## src/rtl/dii_packet_buffer_pkg.sv

```systemverilog
// Shared debug-interconnect types: flit bundle, flit width, buffer gating states.
// Imported by the packet buffer and its storage array.
package dii_packet_buffer_pkg;

  localparam int DII_FLIT_WIDTH = 16;

  typedef struct packed {
    logic                      last;
    logic [DII_FLIT_WIDTH-1:0] data;
  } dii_flit_t;

  typedef enum logic {
    GATED   = 1'b0,
    FORWARD = 1'b1
  } buf_state_t;

endpackage

```

## src/rtl/dii_packet_buffer_fifo_mem.sv

```systemverilog
// dii_fifo_mem: DEPTH x dii_flit_t register array, one write port, async read.
// Ports: clk, i_we/i_waddr/i_wdata (write), i_raddr/o_rdata (read).
module dii_fifo_mem
  import dii_packet_buffer_pkg::*;
#(
  parameter int DEPTH = 16,
  parameter int AW    = $clog2(DEPTH)
) (
  input  logic          clk,
  input  logic          i_we,
  input  logic [AW-1:0] i_waddr,
  input  dii_flit_t     i_wdata,
  input  logic [AW-1:0] i_raddr,
  output dii_flit_t     o_rdata
);

  dii_flit_t r_mem [DEPTH];

  always_ff @(posedge clk) begin
    if (i_we) begin
      r_mem[i_waddr] <= i_wdata;
    end
  end

  assign o_rdata = r_mem[i_raddr];

endmodule

```

## src/rtl/dii_packet_buffer.sv

```systemverilog
// Store-and-forward DII packet buffer (cut-through FIFO when FULLPACKET=0).
// Ports: clk, rst (async low), in_* (from debug module), out_* (to ring), level, packets.
module dii_packet_buffer
  import dii_packet_buffer_pkg::*;
#(
  parameter int DEPTH      = 16,
  parameter int FULLPACKET = 1
) (
  input  logic                      clk,
  input  logic                      rst,
  input  logic [DII_FLIT_WIDTH-1:0] in_data,
  input  logic                      in_last,
  input  logic                      in_valid,
  output logic                      in_ready,
  output logic [DII_FLIT_WIDTH-1:0] out_data,
  output logic                      out_last,
  output logic                      out_valid,
  input  logic                      out_ready,
  output logic [$clog2(DEPTH):0]    level,
  output logic [$clog2(DEPTH):0]    packets
);

  localparam int AW = $clog2(DEPTH);
  localparam int PW = AW + 1;

  logic [PW-1:0] r_wptr;
  logic [PW-1:0] r_rptr;
  logic [PW-1:0] r_level;
  logic [PW-1:0] r_packets;
  logic [PW-1:0] w_level_nxt;
  logic [PW-1:0] w_packets_nxt;
  buf_state_t    r_state;
  buf_state_t    w_state_nxt;

  logic      w_full;
  logic      w_empty;
  logic      w_wr;
  logic      w_rd;
  logic      w_pkt_in;
  logic      w_pkt_out;
  dii_flit_t w_wflit;
  dii_flit_t w_rflit;

  assign w_full  = (r_wptr[AW-1:0] == r_rptr[AW-1:0])
                && (r_wptr[AW] != r_rptr[AW]);
  assign w_empty = (r_wptr == r_rptr);

  assign in_ready = !w_full;
  assign w_wr     = in_valid && in_ready;
  assign w_rd     = out_valid && out_ready;

  assign w_pkt_in  = w_wr && in_last;
  assign w_pkt_out = w_rd && out_last;

  assign w_wflit = '{last: in_last, data: in_data};

  dii_fifo_mem #(
    .DEPTH (DEPTH),
    .AW    (AW)
  ) u_mem (
    .clk     (clk),
    .i_we    (w_wr),
    .i_waddr (r_wptr[AW-1:0]),
    .i_wdata (w_wflit),
    .i_raddr (r_rptr[AW-1:0]),
    .o_rdata (w_rflit)
  );

  assign out_data = w_rflit.data;
  assign out_last = w_rflit.last;
  assign level    = r_level;
  assign packets  = r_packets;

  // Full buffer releases the head packet even if incomplete, so an
  // oversize packet drains instead of deadlocking.
  always_comb begin
    out_valid = 1'b0;
    if (FULLPACKET != 0) begin
      unique case (r_state)
        GATED:   out_valid = !w_empty && ((r_packets != '0) || w_full);
        FORWARD: out_valid = !w_empty;
      endcase
    end else begin
      out_valid = !w_empty;
    end
  end

  always_comb begin
    w_state_nxt = r_state;
    if (FULLPACKET == 0) begin
      w_state_nxt = GATED;
    end else if (w_rd) begin
      w_state_nxt = out_last ? GATED : FORWARD;
    end
  end

  always_comb begin
    w_level_nxt = r_level;
    unique case ({w_wr, w_rd})
      2'b10:   w_level_nxt = r_level + PW'(1);
      2'b01:   w_level_nxt = r_level - PW'(1);
      default: w_level_nxt = r_level;
    endcase
  end

  always_comb begin
    w_packets_nxt = r_packets;
    unique case ({w_pkt_in, w_pkt_out})
      2'b10:   w_packets_nxt = r_packets + PW'(1);
      2'b01:   w_packets_nxt = r_packets - PW'(1);
      default: w_packets_nxt = r_packets;
    endcase
  end

  always_ff @(posedge clk or negedge rst) begin
    if (!rst) begin
      r_wptr    <= '0;
      r_rptr    <= '0;
      r_level   <= '0;
      r_packets <= '0;
      r_state   <= GATED;
    end else begin
      if (w_wr) begin
        r_wptr <= r_wptr + PW'(1);
      end
      if (w_rd) begin
        r_rptr <= r_rptr + PW'(1);
      end
      r_level   <= w_level_nxt;
      r_packets <= w_packets_nxt;
      r_state   <= w_state_nxt;
    end
  end

  a_level_max: assert property (
    @(posedge clk) disable iff (!rst) r_level <= PW'(DEPTH)
  );

  a_packets_max: assert property (
    @(posedge clk) disable iff (!rst) r_packets <= PW'(DEPTH)
  );

endmodule

```

## config.mk

```make
export PLATFORM = sky130hd
export DESIGN_NAME = dii_packet_buffer
export DESIGN_NICKNAME = d
export VERILOG_FILES = /design/src/rtl/dii_packet_buffer_pkg.sv /design/src/rtl/dii_packet_buffer_fifo_mem.sv /design/src/rtl/dii_packet_buffer.sv
export SDC_FILE = /design/constraint.sdc
export NUM_CORES = 1
export LEC_CHECK = 0
export BUFFER_PORTS_ARGS = -buffer_cell sky130_fd_sc_hd__buf_2
export CORE_ASPECT_RATIO = 0.8
export CORE_MARGIN = 2
export CORE_UTILIZATION = 40
export DETAILED_ROUTE_END_ITERATION = 8
export PLACE_DENSITY = 0.56
export SKIP_LAST_GASP = 1
export SYNTH_ARGS = -nofsm -noshare
export SYNTH_HDL_FRONTEND = slang
export SYNTH_SLANG_ARGS = --single-unit
```

## constraint.sdc

```tcl
create_clock -name clk -period 2.8 [get_ports clk]
set_clock_uncertainty 0.1 [all_clocks]
set_input_delay 0.14 -clock clk [delete_from_list [all_inputs] [get_ports clk]]
set_output_delay 0.14 -clock clk [all_outputs]
set_load 0.02 [all_outputs]
```

# == Yosys cells after proc, flatten, opt, wreduce, memory -nomap -nowiden ==
# Memories as Yosys holds them, arrays and structs flattened.
# Index checks and enable logic that the tools add are counted.
# op_classes
muxes,6
shifts,0
n_reduce_logical,12
addsub,6
n_mul,0
eq_ne,7
div,0
order_cmp,0
bitwise,1
# op_table
op,n
$add A5 B1 Y5 const B,4
$pmux W5 S2,2
$sub A5 B1 Y5 const B,2
$logic_and A1 B1 Y1,6
$eq A5 B5 Y1,1
$reduce_bool A5 Y1,1
$eq A2 B1 Y1 const B,2
$eq A2 B2 Y1 const B,2
$eq A4 B4 Y1,1
$reduce_bool A2 Y1,2
$mux W1,3
$logic_not A1 Y1,2
$pmux W1 S2,1
$logic_or A1 B1 Y1,1
$ne A1 B1 Y1,1
$not A1 Y1,1
# totals
register_bits,21
inputBits,21
rom_bits,0
latchBits,0
mem_count,1
out_inout_bits,29
wordCells,38
mem_bits_rw,272
# memory_table
memory,words,word_bits,rd,rd_ports_with_merged_regs,write_ports,line_no,source
u_mem.r_mem,16,17,1,0,1,dii_packet_buffer_fifo_mem.sv:17,dii_flit_t r_mem [DEPTH];

# == Depth between registers and ports, before layout ==
# depth
ltp_word,9
ltp_mapped,16
mapped_depth_nobuf,13

# == Hierarchy ==
# A second synthesis with hierarchy kept.
# hier_totals
hier_cells,549
area_unflattened_um2,11503.5
# by_module_without_submodules
module,cells_per_inst,n_inst,area_each_um2
dii_fifo_mem,441,1,10297.4
dii_packet_buffer,108,1,1206.2

# == Worst setup path before layout ==
# No wires, ideal clock.
# synth_timing
path_type,reg-to-reg
from,register r_rptr[1]
to,memory u_mem.r_mem[3][0] (netlist bit) (enable)
period_less_slack_ps,3096
arrival_time_ps,2583
path_stages_with_launch,8
path_slack_ps,-296
required_time_ps,2287
path_buffers,2
path_cell_list,dfrtp_1 > buf_4 > xor2_1 > nor4_4 > a21boi_1 > clkbuf_1 > nand2_1 > nor3_1
# synth_between
elab_chain_len,6
# synth_rtl
item,line_no,source
start: declaration,dii_packet_buffer.sv:27,logic [PW-1:0] r_rptr;
start signal: assignment,dii_packet_buffer.sv:127,r_rptr <= r_rptr + PW'(1);
$eq A4 B4 Y1,dii_packet_buffer.sv:44,assign w_full = (r_wptr[AW-1:0] == r_rptr[AW-1:0])
$logic_and A1 B1 Y1,dii_packet_buffer.sv:45,&& (r_wptr[AW] != r_rptr[AW]);
$logic_not A1 Y1,dii_packet_buffer.sv:48,assign in_ready = !w_full;
$logic_and A1 B1 Y1,dii_packet_buffer.sv:49,assign w_wr = in_valid && in_ready;
$mux W1,dii_packet_buffer_fifo_mem.sv:20,if (i_we) begin
$mux W1 (not written as such),dii_packet_buffer_fifo_mem.sv:21,r_mem[i_waddr] <= i_wdata;
end: declaration,dii_packet_buffer_fifo_mem.sv:17,
# No other way between the ends.

# == Worst setup path after layout ==
# layout_timing
from,register r_rptr[0]
to,output out_data[3]
# layout_between
elab_chain_len,1
# layout_rtl
item,line_no,source
$mem_v2 Z16 W17,-,
end: declaration,dii_packet_buffer.sv:15,"output logic [DII_FLIT_WIDTH-1:0] out_data,"
# No other way between the ends.

==> results.toml <==
[sta]
timing.final.crit_share_pct = 103
max_freq_mhz = 346
slew_headroom_pct = 66.9
drv_slew = 0
grt_setup_unrepaired = "true"
finalCriticalPeriod_ns = 2.89
setup_viol = 17
fin_ws_ns = -0.0935
tightest_slew_ns = 0.497
holdWs_ns = 0.151
hold_viol_final = 0

[drt]
vias_per_cell = 5.37
routedWlPerCell_um = 24.3
drt_iter0_drc = 539
wl_mm = 26.0
vias = 5726
drt_first_pass_iters = 5
drc = 0
final_antenna_net_count = 0

[floorplan]
core_area_um2 = 28400
die_h_um = 156
die_area_um2 = 30400
initial_core_util_pct = 40.9
io_pins = 50
num_rows = 55
die_w_um = 194

[worst_setup_path]
worstPathMaxFanout = 8
r2r_slack_ns = -0.05
slowest_stage = "mux4_2"
max_stage_delay_ns = 0.51
crit-reg2reg-launch = "r_rptr[0]$_DFFE_PN0P_"
crit_chain = "buf_4 -> clkbuf_16 -> mux4_2 -> mux4_2 -> buf_2"
cp_common_cell = "mux4_2"
ff2ff_path_depth = 15
path_class = "flip-flop to primary output"
worstReg2RegEnd = "packets[4]$_DFFE_PN0P_"
start_kind = "flip-flop"
cp_top_family = "multiplexers"
required_ns = 2.56
path_buf_inv = 3
crit_arrival_ns = 2.65
critPathCaptureType = "primary output"

[pwr]
powerDensity_nw_per_um2 = 1080
leakage_uw = 0.00494
irDropWorstVdd_v = 0.000624

[synth]
netlist_top_cells_area = "edfxtp_1, mux4_2, dfrtp_1"
post_synth.cell_area_avg_um2 = 22.1
synth_fp_nets = 562
synth_edf_count = 272
ys_types = 37
ys_warn_count = 0
ys_ff_latch = 293
synth_ff_type = "edfxtp_1"
synth_area_um2 = 11600
synth_top_area_share_pct = 70.3
synthArstFlopShare_pct = 7.17
synth_top_area_cell = "edfxtp_1"
synth_most_common_cell = "edfxtp_1"
synthTopCellsByCount = "edfxtp_1, mux4_2, dfrtp_1"
syn_inst = 526
yosysSeqAreaShare_pct = 74.9

[finish]
drive_gt1_share_pct = 39.7
area_growth_pct = 22.8
n_antenna_cell = 0
fin_nets = 712
utilization_pct = 50.2
final_cell_count_no_fill = 1067

[global_routing]
grt_pass1_wl_mm = 37.4
grt_max_degree = 36
grt_overflow = 0
antenna_found_initial = 0
grt_pass1_vias = 5880
grt.total_usage_pct = 16.8

[place]
io_buffers = 49
place_inst = 975
dp_hpwl_mm = 14.9
gp_congestion = 0.794

[cts]
clk_latency_ns = 0.54
numCtsBuffers = 29
ctsHtreeMaxLevel = 1
clk_pin_slew_ns = 0.07
clock_path_buffers = 3
cts_sinks = 293
clock_tree.root_cell = "clkbuf_16"
cts_tree = "yes"

[worst_hold_path]
hold_path_depth = 4
hp-start = "in_valid"
hold_end = "r_wptr[0]$_DFFE_PN0P_"
min_path_type = "input port to flip-flop"

[status]
outcome = "complete, but fails checks"
violations = "setup timing"

[job]
drv_cap = 0
==> registers in the layout, indices dropped and copies added, names as in the netlist <==
| signal | count |
|---|---|
| level | 5 |
| packets | 5 |
| r_rptr | 5 |
| r_state | 1 |
| r_wptr | 5 |
| u_mem.r_mem | 272 |
==> metrics by stage <==
step	TNS (ns)	setup WS [ns]	instance area [µm²]	total power [µW]
3_3_place_gp	-0.159	-0.109	12700	10700
4_1_cts	-1.63	-0.132	13900	15000
5_1_grt	-2.61	-0.235	14300	16100
6_report	-1.08	-0.0935	14300	15400
3_5_place_dp	-0.543	-0.160	12700	10800
2_1_floorplan	-0.109	-0.0557	11700	9200
==> layer usage <==
layer	up-vias	track usage [%]	share of wire, %
li1	2485	-	-
met1	3046	23.5	45
met2	160	28.1	49
met3	35	2.26	4.5
met4	0	4.18	1.9
met5	-	0	0
==> logic make-up after synthesis <==
group / count (synthesis) / share of synthesized area [%]
xor gates and xnor gates: 21 / 1.58
buffers and inverters: 41 / 1.77
and+or+nand+nor: 48 / 2.36
AOI/OAI and AO/OA: 18 / 0.884
adders and majority gates: 15 / 1.75
DFF: 293 / 74.9
muxes: 90 / 16.8
==> final cells by class <==
| cell class | instances | area [µm²] |
|---|---|---|
| Clock buffer | 43 | 838 |
| Clock inverter | 9 | 143 |
| Fill cell | 2284 | 14200 |
| Inverter | 14 | 52.6 |
| Multi-Input combinational cell | 192 | 2840 |
| Sequential cell | 293 | 8700 |
| Tap cell | 370 | 463 |
| Timing Repair Buffer | 146 | 1220 |
==> layout by cell type, fill, tap and decap left out, types with 3 or more instances in the layout <==
| cell type | instances |
|---|---|
| xnor2_1 | 9 |
| clkbuf_16 | 33 |
| nor2b_1 | 4 |
| buf_6 | 8 |
| a21oi_2 | 3 |
| clkbuf_8 | 6 |
| dlygate4sd3_1 | 21 |
| ha_1 | 8 |
| buf_4 | 63 |
| clkinv_2 | 3 |
| buf_2 | 44 |
| xor2_1 | 11 |
| ha_4 | 5 |
| inv_1 | 12 |
| edfxtp_1 | 272 |
| dfrtp_1 | 19 |
| and3_1 | 18 |
| nand2_1 | 12 |
| clkbuf_1 | 8 |
| o21ai_0 | 6 |
| mux4_2 | 83 |
| bufinv_16 | 4 |
==> how the worst max path moves through the flow <==
stage | slack [ns] | from | to | depth (start not counted)
2_1_floorplan | -0.06 | r_rptr[2]$_DFFE_PN0P_ | level[4]$_DFFE_PN0P_ | 13
3_3_place_gp | -0.11 | r_rptr[0]$_DFFE_PN0P_ | packets[4]$_DFFE_PN0P_ | 13
3_5_place_dp | -0.16 | r_rptr[0]$_DFFE_PN0P_ | level[4]$_DFFE_PN0P_ | 13
4_1_cts | -0.13 | r_rptr[0]$_DFFE_PN0P_ | out_data[12] | 4
5_1_grt | -0.23 | r_rptr[0]$_DFFE_PN0P_ | packets[4]$_DFFE_PN0P_ | 13
6_report | -0.09 | r_rptr[0]$_DFFE_PN0P_ | out_data[3] | 5
==> where the power goes <==
group	internal [µW]	total, µW	switching [µW]
clock	2420	3970	1550
sequential	5370	5620	248
combinational	2910	5850	2940
total	10700	15400	4740
==> what timing repair did <==
action / CTS / global route
buffers inserted: 2 / 11
hold endpoints to repair: 299 / 0
pin swaps: 5 / 4
resized for setup: 11 / 28
setup endpoints to repair: 20 / 47
gates cloned: 0 / 6
hold buffers: 21 / 0
==> worst register-to-register path: cells and delay by family (launching register included) <==
kind	cells	cell delay (ns)
flip-flops	1	0.53
AND/OR/NAND/NOR	5	0.68
AO/OA/AOI/OAI	4	0.44
XOR/XNOR	1	0.15
buffers and inverters	3	0.34
adder cells (fa/ha/maj)	2	0.52
No activity file was read; power rests on OpenSTA's default activity.
